### src/rtl/btn_conditioner.sv
// Five-channel pushbutton conditioner: synchronize, debounce, press strobe,
// and per-button auto-repeat for the buttons selected by REPEAT_MASK.
module btn_conditioner #(
  parameter int unsigned DEBOUNCE_CYC = 1000000,
  parameter int unsigned REPEAT_DELAY = 50000000,
  parameter int unsigned REPEAT_RATE  = 10000000,
  parameter logic [4:0]  REPEAT_MASK  = 5'b00011
) (
  input  logic       clk,
  input  logic       rst_n,
  input  logic [4:0] btn_raw,
  output logic [4:0] btn_level,
  output logic [4:0] btn_pulse
);

  localparam int unsigned NUM_BTN = 5;
  localparam int unsigned MAX_DR  = (DEBOUNCE_CYC > REPEAT_DELAY) ? DEBOUNCE_CYC : REPEAT_DELAY;
  localparam int unsigned MAX_CYC = (MAX_DR > REPEAT_RATE) ? MAX_DR : REPEAT_RATE;
  localparam int unsigned CNT_W   = $clog2(MAX_CYC) + 1;

  localparam logic [1:0] ST_IDLE = 2'd0;
  localparam logic [1:0] ST_WAIT = 2'd1;
  localparam logic [1:0] ST_RPT  = 2'd2;

  logic [NUM_BTN-1:0] r_sync1;
  logic [NUM_BTN-1:0] r_sync2;
  logic [NUM_BTN-1:0] r_level;
  logic [NUM_BTN-1:0] r_pulse;
  logic [NUM_BTN-1:0] w_level_nxt;
  logic [NUM_BTN-1:0] w_rise;
  logic [NUM_BTN-1:0] w_rpt_due;
  logic [NUM_BTN-1:0] w_pulse_nxt;

  // Two-flop synchronizer; r_sync2 is the only view of the raw inputs downstream.
  always_ff @(posedge clk or negedge rst_n) begin
    if (!rst_n) begin
      r_sync1 <= '0;
      r_sync2 <= '0;
    end else begin
      r_sync1 <= btn_raw;
      r_sync2 <= r_sync1;
    end
  end

  for (genvar gi = 0; gi < NUM_BTN; gi++) begin : g_btn
    logic [CNT_W-1:0] r_dcnt;
    logic [CNT_W-1:0] w_dcnt_nxt;
    logic             w_lvl_nxt;

    // Accept a new level once it has differed for DEBOUNCE_CYC full cycles.
    always_comb begin
      w_dcnt_nxt = '0;
      w_lvl_nxt  = r_level[gi];
      if (r_sync2[gi] != r_level[gi]) begin
        if (r_dcnt == CNT_W'(DEBOUNCE_CYC)) begin
          w_lvl_nxt = r_sync2[gi];
        end else begin
          w_dcnt_nxt = r_dcnt + CNT_W'(1);
        end
      end
    end

    always_ff @(posedge clk or negedge rst_n) begin
      if (!rst_n) begin
        r_dcnt      <= '0;
        r_level[gi] <= 1'b0;
      end else begin
        r_dcnt      <= w_dcnt_nxt;
        r_level[gi] <= w_lvl_nxt;
      end
    end

    assign w_level_nxt[gi] = w_lvl_nxt;
    assign w_rise[gi]      = w_lvl_nxt & ~r_level[gi];

    if (REPEAT_MASK[gi]) begin : g_rpt
      logic [1:0]       r_state;
      logic [1:0]       w_state_nxt;
      logic [CNT_W-1:0] r_rcnt;
      logic [CNT_W-1:0] w_rcnt_nxt;
      logic             w_due;

      always_ff @(posedge clk or negedge rst_n) begin
        if (!rst_n) begin
          r_state <= ST_IDLE;
          r_rcnt  <= '0;
        end else begin
          r_state <= w_state_nxt;
          r_rcnt  <= w_rcnt_nxt;
        end
      end

      // A falling level overrides every state and swallows a repeat due on that edge.
      always_comb begin
        w_state_nxt = r_state;
        w_rcnt_nxt  = r_rcnt;
        w_due       = 1'b0;
        case (r_state)
          ST_IDLE: begin
            w_rcnt_nxt = '0;
            if (w_rise[gi]) begin
              w_state_nxt = ST_WAIT;
            end
          end
          ST_WAIT: begin
            if (r_rcnt == CNT_W'(REPEAT_DELAY - 1)) begin
              w_due       = 1'b1;
              w_rcnt_nxt  = '0;
              w_state_nxt = ST_RPT;
            end else begin
              w_rcnt_nxt = r_rcnt + CNT_W'(1);
            end
          end
          ST_RPT: begin
            if (r_rcnt == CNT_W'(REPEAT_RATE - 1)) begin
              w_due      = 1'b1;
              w_rcnt_nxt = '0;
            end else begin
              w_rcnt_nxt = r_rcnt + CNT_W'(1);
            end
          end
          default: begin
            w_state_nxt = ST_IDLE;
            w_rcnt_nxt  = '0;
          end
        endcase
        if (!w_lvl_nxt) begin
          w_state_nxt = ST_IDLE;
          w_rcnt_nxt  = '0;
          w_due       = 1'b0;
        end
      end

      assign w_rpt_due[gi] = w_due;
    end else begin : g_norpt
      assign w_rpt_due[gi] = 1'b0;
    end
  end

  assign w_pulse_nxt = w_rise | w_rpt_due;

  always_ff @(posedge clk or negedge rst_n) begin
    if (!rst_n) begin
      r_pulse <= '0;
    end else begin
      r_pulse <= w_pulse_nxt;
    end
  end

  assign btn_level = r_level;
  assign btn_pulse = r_pulse;

endmodule

### config.mk
export PLATFORM = sky130hd
export DESIGN_NAME = btn_conditioner
export DESIGN_NICKNAME = d
export VERILOG_FILES = /design/src/rtl/btn_conditioner.sv
export SDC_FILE = /design/constraint.sdc
export NUM_CORES = 1
export LEC_CHECK = 0
export ABC_AREA = 1
export BUFFER_PORTS_ARGS = -buffer_cell sky130_fd_sc_hd__buf_2
export CAP_MARGIN = 20
export CORE_ASPECT_RATIO = 2
export CORE_MARGIN = 2
export CORE_UTILIZATION = 35
export CTS_BUF_LIST = sky130_fd_sc_hd__clkbuf_4 sky130_fd_sc_hd__clkbuf_8
export CTS_CLUSTER_SIZE = 8
export DETAILED_ROUTE_END_ITERATION = 10
export MAX_ROUTING_LAYER = met4
export SYNTH_ARGS = -nofsm -noshare
export SYNTH_HDL_FRONTEND = slang
export SYNTH_SLANG_ARGS = --single-unit
### constraint.sdc
create_clock -name clk -period 2 [get_ports clk]
set_input_delay 0.2 -clock clk [delete_from_list [all_inputs] [get_ports clk]]
set_output_delay 0.2 -clock clk [all_outputs]
set_load 0.01 [all_outputs]
# After elaboration in Yosys (flattened, before gate mapping)
# Cells that the tools add are included.
# totals
out_inout_bits,10
reg_bits,213
input_bits,7
word_cells,107
# classes
n_reduce_logical,4
muxes,44
n_eq_ne,24
n_bitwise,11
addsub,7
# op_table
cell,n
27-bit two-way mux,16
27-bit by 1-bit adder with 27-bit output (second input constant),7
27-bit by 20-bit equality test with 1-bit output (second input constant),5
27-bit case mux with 2 select lines,2
27-bit by 24-bit equality test with 1-bit output (second input constant),2
27-bit by 26-bit equality test with 1-bit output (second input constant),2
1-bit two-way mux,16
2-bit two-way mux,6
3-bit inequality test (second input constant),4
2-bit case mux with 3 select lines,2
3-bit AND reduction,2
1-bit bitwise AND,5
1-bit inequality test,5
1-bit inverter,5
5-bit by 2-bit OR with 5-bit output,1
2-bit by 1-bit equality test with 1-bit output (second input constant),2
2-bit equality test (second input constant),2
2-bit logical NOT,2
2-bit inequality test (second input constant),2
1-bit case mux with 2 select lines,2

# Longest topological paths before layout
# Gate-level depths: netlist of the first run.
# logic_depth
word_depth,7
depth_mapped,12
depth_no_buf,11

# Worst setup path after synthesis of the first run
# Ideal clock, no wire load.
# synth_timing
path_kind,flip-flop to flip-flop
start,reg g_btn[1].g_rpt.r_rcnt[0]
end,reg g_btn[1].g_rpt.r_rcnt[12]
required_ns,1.872
path_buffers,1
stages_incl_launch_ff,10
path_slack_ns,0.352
arrival_time_ns,1.521
cell_sequence,dfrtp_1 > ha_1 > nand3_2 > nor3_4 > nand3_1 > nand2_2 > nand2_1 > nand3_4 > buf_12 > nor2_4
# synth_between
elab_chain_len,4
word_cells_on_any_way,7
# synth_lines
item,line_no,source
start: declaration,79,logic [CNT_W-1:0] r_rcnt;
start signal: assignment,89,r_rcnt <= w_rcnt_nxt;
"27-bit by 1-bit adder with 27-bit output, or another cell as far along","111, 119",
"27-bit two-way mux, on equally long branches","115, 106",
27-bit case mux with 2 select lines *,98,case (r_state)
27-bit two-way mux *,127,if (!w_lvl_nxt) begin
net g_btn[1].g_rpt.w_rcnt_nxt[12],80,logic [CNT_W-1:0] w_rcnt_nxt;
# Mark *: on every way through the listed nets, which the timed path passes. The rest lies on a longest branch.
# A chain may end at the register's enable or synchronous reset.

# Worst setup path in the final report of the first run
# layout_timing
start,reg g_btn[0].r_dcnt[10]
end,reg g_btn[0].r_dcnt[22]
# layout_between
elab_chain_len,3
word_cells_on_any_way,4
# layout_lines
item,line_no,source
start: declaration,46,logic [CNT_W-1:0] r_dcnt;
start signal: assignment,68,r_dcnt <= w_dcnt_nxt;
27-bit by 1-bit adder with 27-bit output / 27-bit by 20-bit equality test with 1-bit output (equally long branches),"58, 55",
27-bit two-way mux *,55,if (r_dcnt == CNT_W'(DEBOUNCE_CYC)) begin
27-bit two-way mux *,54,if (r_sync2[gi] != r_level[gi]) begin
net g_btn[0].w_dcnt_nxt[22],47,logic [CNT_W-1:0] w_dcnt_nxt;
# Marked as above.

==> flow_metrics.tcl, run 1 <==
set metrics [dict create \
    status "finished clean" \
    hold_path_class "input pin to async pin" \
    ctsRootBufferMaster "clkbuf_8" \
    grt_max_degree 50 \
    synth_flop_cell "dfrtp_1" \
    hold_viol_final 0 \
    ant_nets 0 \
    cap_violations 0 \
    fin_skew_ns 0.0286 \
    antenna_found_initial 0 \
    rsz0062_at_grt "false" \
    clock_path_buffers 3 \
    layout_common_cells "nor2_1, nand2_1, dfrtp_1" \
    drtPass1Iterations 6 \
    row_count 99 \
    io_pins 17 \
    critical_path.max_stage_delay_ns 0.47 \
    peakVddDrop_uv 543 \
    drive_gt1_share_pct 10.8 \
    critPathBufInv 0 \
    yosysTopAreaCell "dfrtp_1" \
    worstSetupPathType "register to register" \
    grt_pass1_vias 12000 \
    synth_top_area_share_pct 41.5 \
    diodes 0 \
    nNetsFinal 1816 \
    period_minus_slack_ns 1.84 \
    start_util_pct 35.4 \
    vias 11300 \
    cts_tree "done" \
    numClockSinks 213 \
    synth.avg_cell_area_sq_um 7.51 \
    relSlewSlack_pct 61.6 \
    dpl.hpwl_um 27100 \
    globalplace.congestion 0.946 \
    area_delta_synth_final_pct 13.6 \
    leakage_nw 5.92 \
    numCtsBuffers 36 \
    fmax_mhz 543 \
    via_per_inst 4.99 \
    power_mw 8.91 \
    drtIter0Drc 584 \
    path_clk_slew_ns 0.06 \
    cp_top_family "simple AND/OR/NAND/NOR gates" \
    ys_seq_area_share_pct 41.5 \
    power_density_nw_per_um2 611 \
    insertion_delay_ns 0.56 \
    grt_pass1_wl_um 56900 \
    die_h_um 275 \
    maxSlewViolCount 0 \
    core_sq_um 36300 \
    syn-instance-count 1709 \
    holdWs_ns 0.114 \
    ys_types 35 \
    cp_data_required_time_ns 2.42 \
    h-tree-depth 2 \
    grt_overflow 0 \
    post-route-util_pct 40.2 \
    synthesis.nets 1736 \
    tightest_slew_ns 0.573 \
    layout_commonest_cell "nor2_1" \
    fin_tns_setup_ns 0 \
    synth_edf_count 0 \
    fin_crit_sh_pct 92.1 \
    crit_top_cell "nand2_1" \
    synthTopCellsByArea "dfrtp_1, nor2_1, nand2_1" \
    endpoint_kind "register" \
    gr-usage-all-layers_pct 19.0 \
    port_buffers 16 \
    start_kind "register" \
    die_x_um 139 \
    dieArea_sq_um 38300 \
    yosysWarnings 0 \
    cp.arrival_ns 2.26 \
    ys_async_sr_fraction_pct 100 \
    path_cells "nand2_1 -> nor2_1 -> nand2_1 -> nor3b_1 -> nand3_1 -> nand2_1 -> nor2_1" \
    route.detailed.drc 0 \
    setup_viol 0 \
    ys_ff_latch 213 \
    drt-total-wl_um 34700 \
    wl_per_cell_um 15.3 \
    slowest_stage "nor3b_1" \
    cp_max_fo 5 \
    mappedNetlistArea_sq_um 12800 \
]
[routing by layer]
| metal | track usage [%] | wire, um |
|---|---|---|
| met3 | 2.35 | 1020 |
| met4 | 15.6 | 3280 |
| met1 | 15.8 | 11100 |
| met2 | 36.7 | 19300 |
| met5 | - | 0 |
[layout make-up]
type,count,area (sq um)
sequential,213,5330
clock inverter,1,30.0
fill,3767,21700
clock buffer,58,729
inverter,213,800
multi-input combinational,1268,6610
timing repair buffer,57,513
tap,454,568
[cells by family after synthesis]
| logic type | Yosys count | synth area share [%] |
|---|---|---|
| AOI/OAI and AO/OA | 39 | 1.71 |
| xor gates and xnor gates | 114 | 7.78 |
| adders and majority gates | 20 | 1.95 |
| buffers and inverters | 228 | 7.20 |
| DFF | 213 | 41.5 |
| and+or+nand+nor | 1095 | 39.8 |
[report_power, final]
group	switching, mW	leakage (nW)	internal (mW)
Sequential	0.0371	2.94	4.35
Clock	1.81	0.403	2.41
Combinational	0.214	2.58	0.0938
Total	2.06	5.92	6.85
[synthesized netlist by cell type (6+ instances only)]
master,number
a21oi_1,17
nand4_1,54
nand3_2,7
clkbuf_1,8
nor3b_1,13
dfrtp_1,213
inv_1,207
nand3b_1,6
ha_1,20
nor2_4,46
nand2_1,347
nor3_1,105
nor2_1,381
o21ai_0,11
xor2_1,91
nand3_1,105
nand2_2,8
xnor2_1,23
[registers in the layout, indices dropped and copies added (netlist names)]
signal and flops:
g_btn.g_rpt.r_rcnt 54, g_btn.r_dcnt 135, r_sync1 5, g_btn.g_rpt.r_state 4, r_sync2 5, btn_pulse 5
btn_level 5
[path summary, 6_finish.rpt]
kind | from | endpoint | slack, ns | cells past startpoint
worst min register to register | r_sync1[0] | r_sync2[0] | 0.35 | 0
min in group clk | btn_raw[1] | r_sync1[1] | 0.29 | 2
worst max-delay path | g_btn[0].r_dcnt[10] | g_btn[0].r_dcnt[22] | 0.16 | 7
worst min-delay path | rst_n | r_sync1[1] | 0.11 | 2
max in group asynchronous | rst_n | g_btn[0].g_rpt.r_rcnt[4] | 1.15 | 3
worst max register to register | g_btn[0].r_dcnt[10] | g_btn[0].r_dcnt[22] | 0.16 | 7
[timing repair]
item / 4_1_cts / 5_1_grt
hold buffers: 6 / 0
hold endpoints to repair: 210 / 0
endpoints found under the setup margin: 0 / 5
buffers inserted: 0 / 2
gates resized for setup: 0 / 4
[worst register-to-register path, delay by kind of cell, from the launching register on]
kind / cells / cell delay [ns]
AND/OR/NAND/NOR: 7 / 1.27
flip-flops: 1 / 0.46
[stage by stage]
stage,worst slack [ns],area [sq um],std cells
2_1_floorplan,0.352,12800,1709
3_3_place_gp,0.152,13700,2197
3_5_place_dp,0.121,13700,2197
4_1_cts,0.119,14500,2262
5_1_grt,0.0137,14600,2264
6_report,0.159,14600,2264
No activity file was read; power rests on OpenSTA's default activity.
==> run 2: changes to the inputs <==
--- a/config.mk
+++ b/config.mk
@@ -10,11 +10,12 @@
 export CAP_MARGIN = 20
 export CORE_ASPECT_RATIO = 2
 export CORE_MARGIN = 2
-export CORE_UTILIZATION = 35
+export CORE_UTILIZATION = 50
 export CTS_BUF_LIST = sky130_fd_sc_hd__clkbuf_4 sky130_fd_sc_hd__clkbuf_8
 export CTS_CLUSTER_SIZE = 8
 export DETAILED_ROUTE_END_ITERATION = 10
 export MAX_ROUTING_LAYER = met4
+export PLACE_DENSITY = 0.66
 export SYNTH_ARGS = -nofsm -noshare
 export SYNTH_HDL_FRONTEND = slang
 export SYNTH_SLANG_ARGS = --single-unit
==> flow_metrics.tcl, run 2 (same netlist as run 1, synthesis figures left out) <==
set metrics [dict create \
    ant_nets 0 \
    antenna_found_initial 1 \
    top_usage_layer "met2" \
    power_density_nw_per_um2 610 \
    relSlewSlack_pct 64.9 \
    grt_pass1_wl_um 50900 \
    peakVddDrop_uv 530 \
    gr-usage-all-layers_pct 23.6 \
    period_minus_slack_ns 1.80 \
    globalplace.congestion 0.950 \
    start_util_pct 50.4 \
    insertion_delay_ns 0.56 \
    grtUsageMet2_pct 36.3 \
    layout_commonest_cell "nor2_1" \
    power_mw 8.73 \
    die_h_um 231 \
    grt_max_degree 65 \
    fin_skew_ns 0.0262 \
    cts_tree "done" \
    worstSetupPathType "register to register" \
    status "finished clean" \
    numCtsBuffers 36 \
    leakage_nw 5.85 \
    hold_viol_final 0 \
    drtIter0Drc 720 \
    numClockSinks 213 \
    grt_pass1_vias 10900 \
    nNetsFinal 1807 \
    row_count 83 \
    cp_max_fo 14 \
    drive_gt1_share_pct 10.2 \
    wl_per_cell_um 13.7 \
    layout_common_cells "nor2_1, nand2_1, dfrtp_1" \
    clock_path_buffers 3 \
    route.detailed.drc 0 \
    fin_crit_sh_pct 90.2 \
    grt_overflow 0 \
    port_buffers 16 \
    fmax_mhz 554 \
    drt-total-wl_um 29200 \
    maxSlewViolCount 0 \
    h-tree-depth 2 \
    path_clk_slew_ns 0.07 \
    io_pins 17 \
    drtPass1Iterations 5 \
    start_kind "register" \
    cap_violations 0 \
    hold_path_class "input pin to async pin" \
    dieArea_sq_um 27000 \
    fin_tns_setup_ns 0 \
    largest_register_ffs 135 \
    setup_viol 0 \
    cp.arrival_ns 2.23 \
    top_regs "g_btn.r_dcnt (135), g_btn.g_rpt.r_rcnt (54)" \
    area_delta_synth_final_pct 11.6 \
    grtUsageMet1_pct 31.7 \
    dpl.hpwl_um 21900 \
    endpoint_kind "register" \
    vias 11000 \
    die_x_um 117 \
    via_per_inst 5.12 \
    ctsRootBufferMaster "clkbuf_8" \
    regMostFlops "g_btn.r_dcnt" \
    core_sq_um 25400 \
    cp_data_required_time_ns 2.43 \
    rsz0062_at_grt "false" \
    cts_setup_buffers 0 \
    grt_use_met3_pct 3.49 \
    tightest_slew_ns 0.526 \
]
-- run 2: changes by cell type in the layout (fill, tap and decap cells not counted), sizes merged --
cell and change:
buf -9, clkbuf -5, clkinv +2, diode +1
-- run 2: layout make-up --
type | instances | area, sq um
diodes | 1 | 2.50
clock buffers | 53 | 686
clock inverters | 3 | 40.0
fillers | 2402 | 11100
inverters | 213 | 800
multi-input cells | 1268 | 6600
flip-flops and latches | 213 | 5330
well taps | 340 | 425
repair buffers | 48 | 433
-- run 2: report_power, final --
group          switching [mW]  total (mW)  internal, mW
Sequential             0.0380        4.38          4.35
Clock                    1.76        4.05          2.30
Combinational           0.203       0.294        0.0918
Total                    2.00        8.73          6.73
-- run 2: metal layers --
layer	up-vias	wire [um]
met5	-	0
met4	0	877
met3	73	1370
met2	274	13900
met1	5088	13100
li1	5517	-
-- run 2: worst paths after layout --
kind                                          startpoint                   endpoint  slack, ns  cells past startpoint
worst max-delay path            g_btn[1].g_rpt.r_rcnt[0]  g_btn[1].g_rpt.r_rcnt[26]       0.20                      9
worst min-delay path                               rst_n        g_btn[3].r_dcnt[24]       0.17                      2
worst max register to register  g_btn[1].g_rpt.r_rcnt[0]  g_btn[1].g_rpt.r_rcnt[26]       0.20                      9
worst min register to register                r_sync1[4]                 r_sync2[4]       0.35                      0
max in group asynchronous                          rst_n        g_btn[1].r_dcnt[10]       1.07                      3
min in group clk                              btn_raw[1]                 r_sync1[1]       0.30                      2
-- run 2: through the flow --
stage          utilization, %  cells  area [sq um]  setup WS, ns  hold slack [ns]
2_1_floorplan               -   1709         12800         0.352          -0.0956
3_3_place_gp             53.1   2076         13500         0.236            0.195
3_5_place_dp             53.1   2076         13500         0.152            0.198
4_1_cts                  56.2   2138         14300         0.149            0.181
5_1_grt                  56.3   2139         14300        0.0202            0.240
6_report                 56.3   2139         14300         0.195            0.172
-- run 2: worst max-delay path, cell delays in order (launching register included) --
cell and delay (ns):
dfrtp_1 0.41, ha_2 0.24, nand3_2 0.14, nor3_4 0.20
nand3_1 0.12, nand2_2 0.12, nand2_1 0.10, nand3_4 0.10
buf_12 0.20, nor2_1 0.06
-- run 2: repair_timing --
item                                   4_1_cts  5_1_grt
hold buffers                                 6        0
setup endpoints to repair                    0        4
endpoints found under the hold margin       73        0
gates resized for setup                      0        3
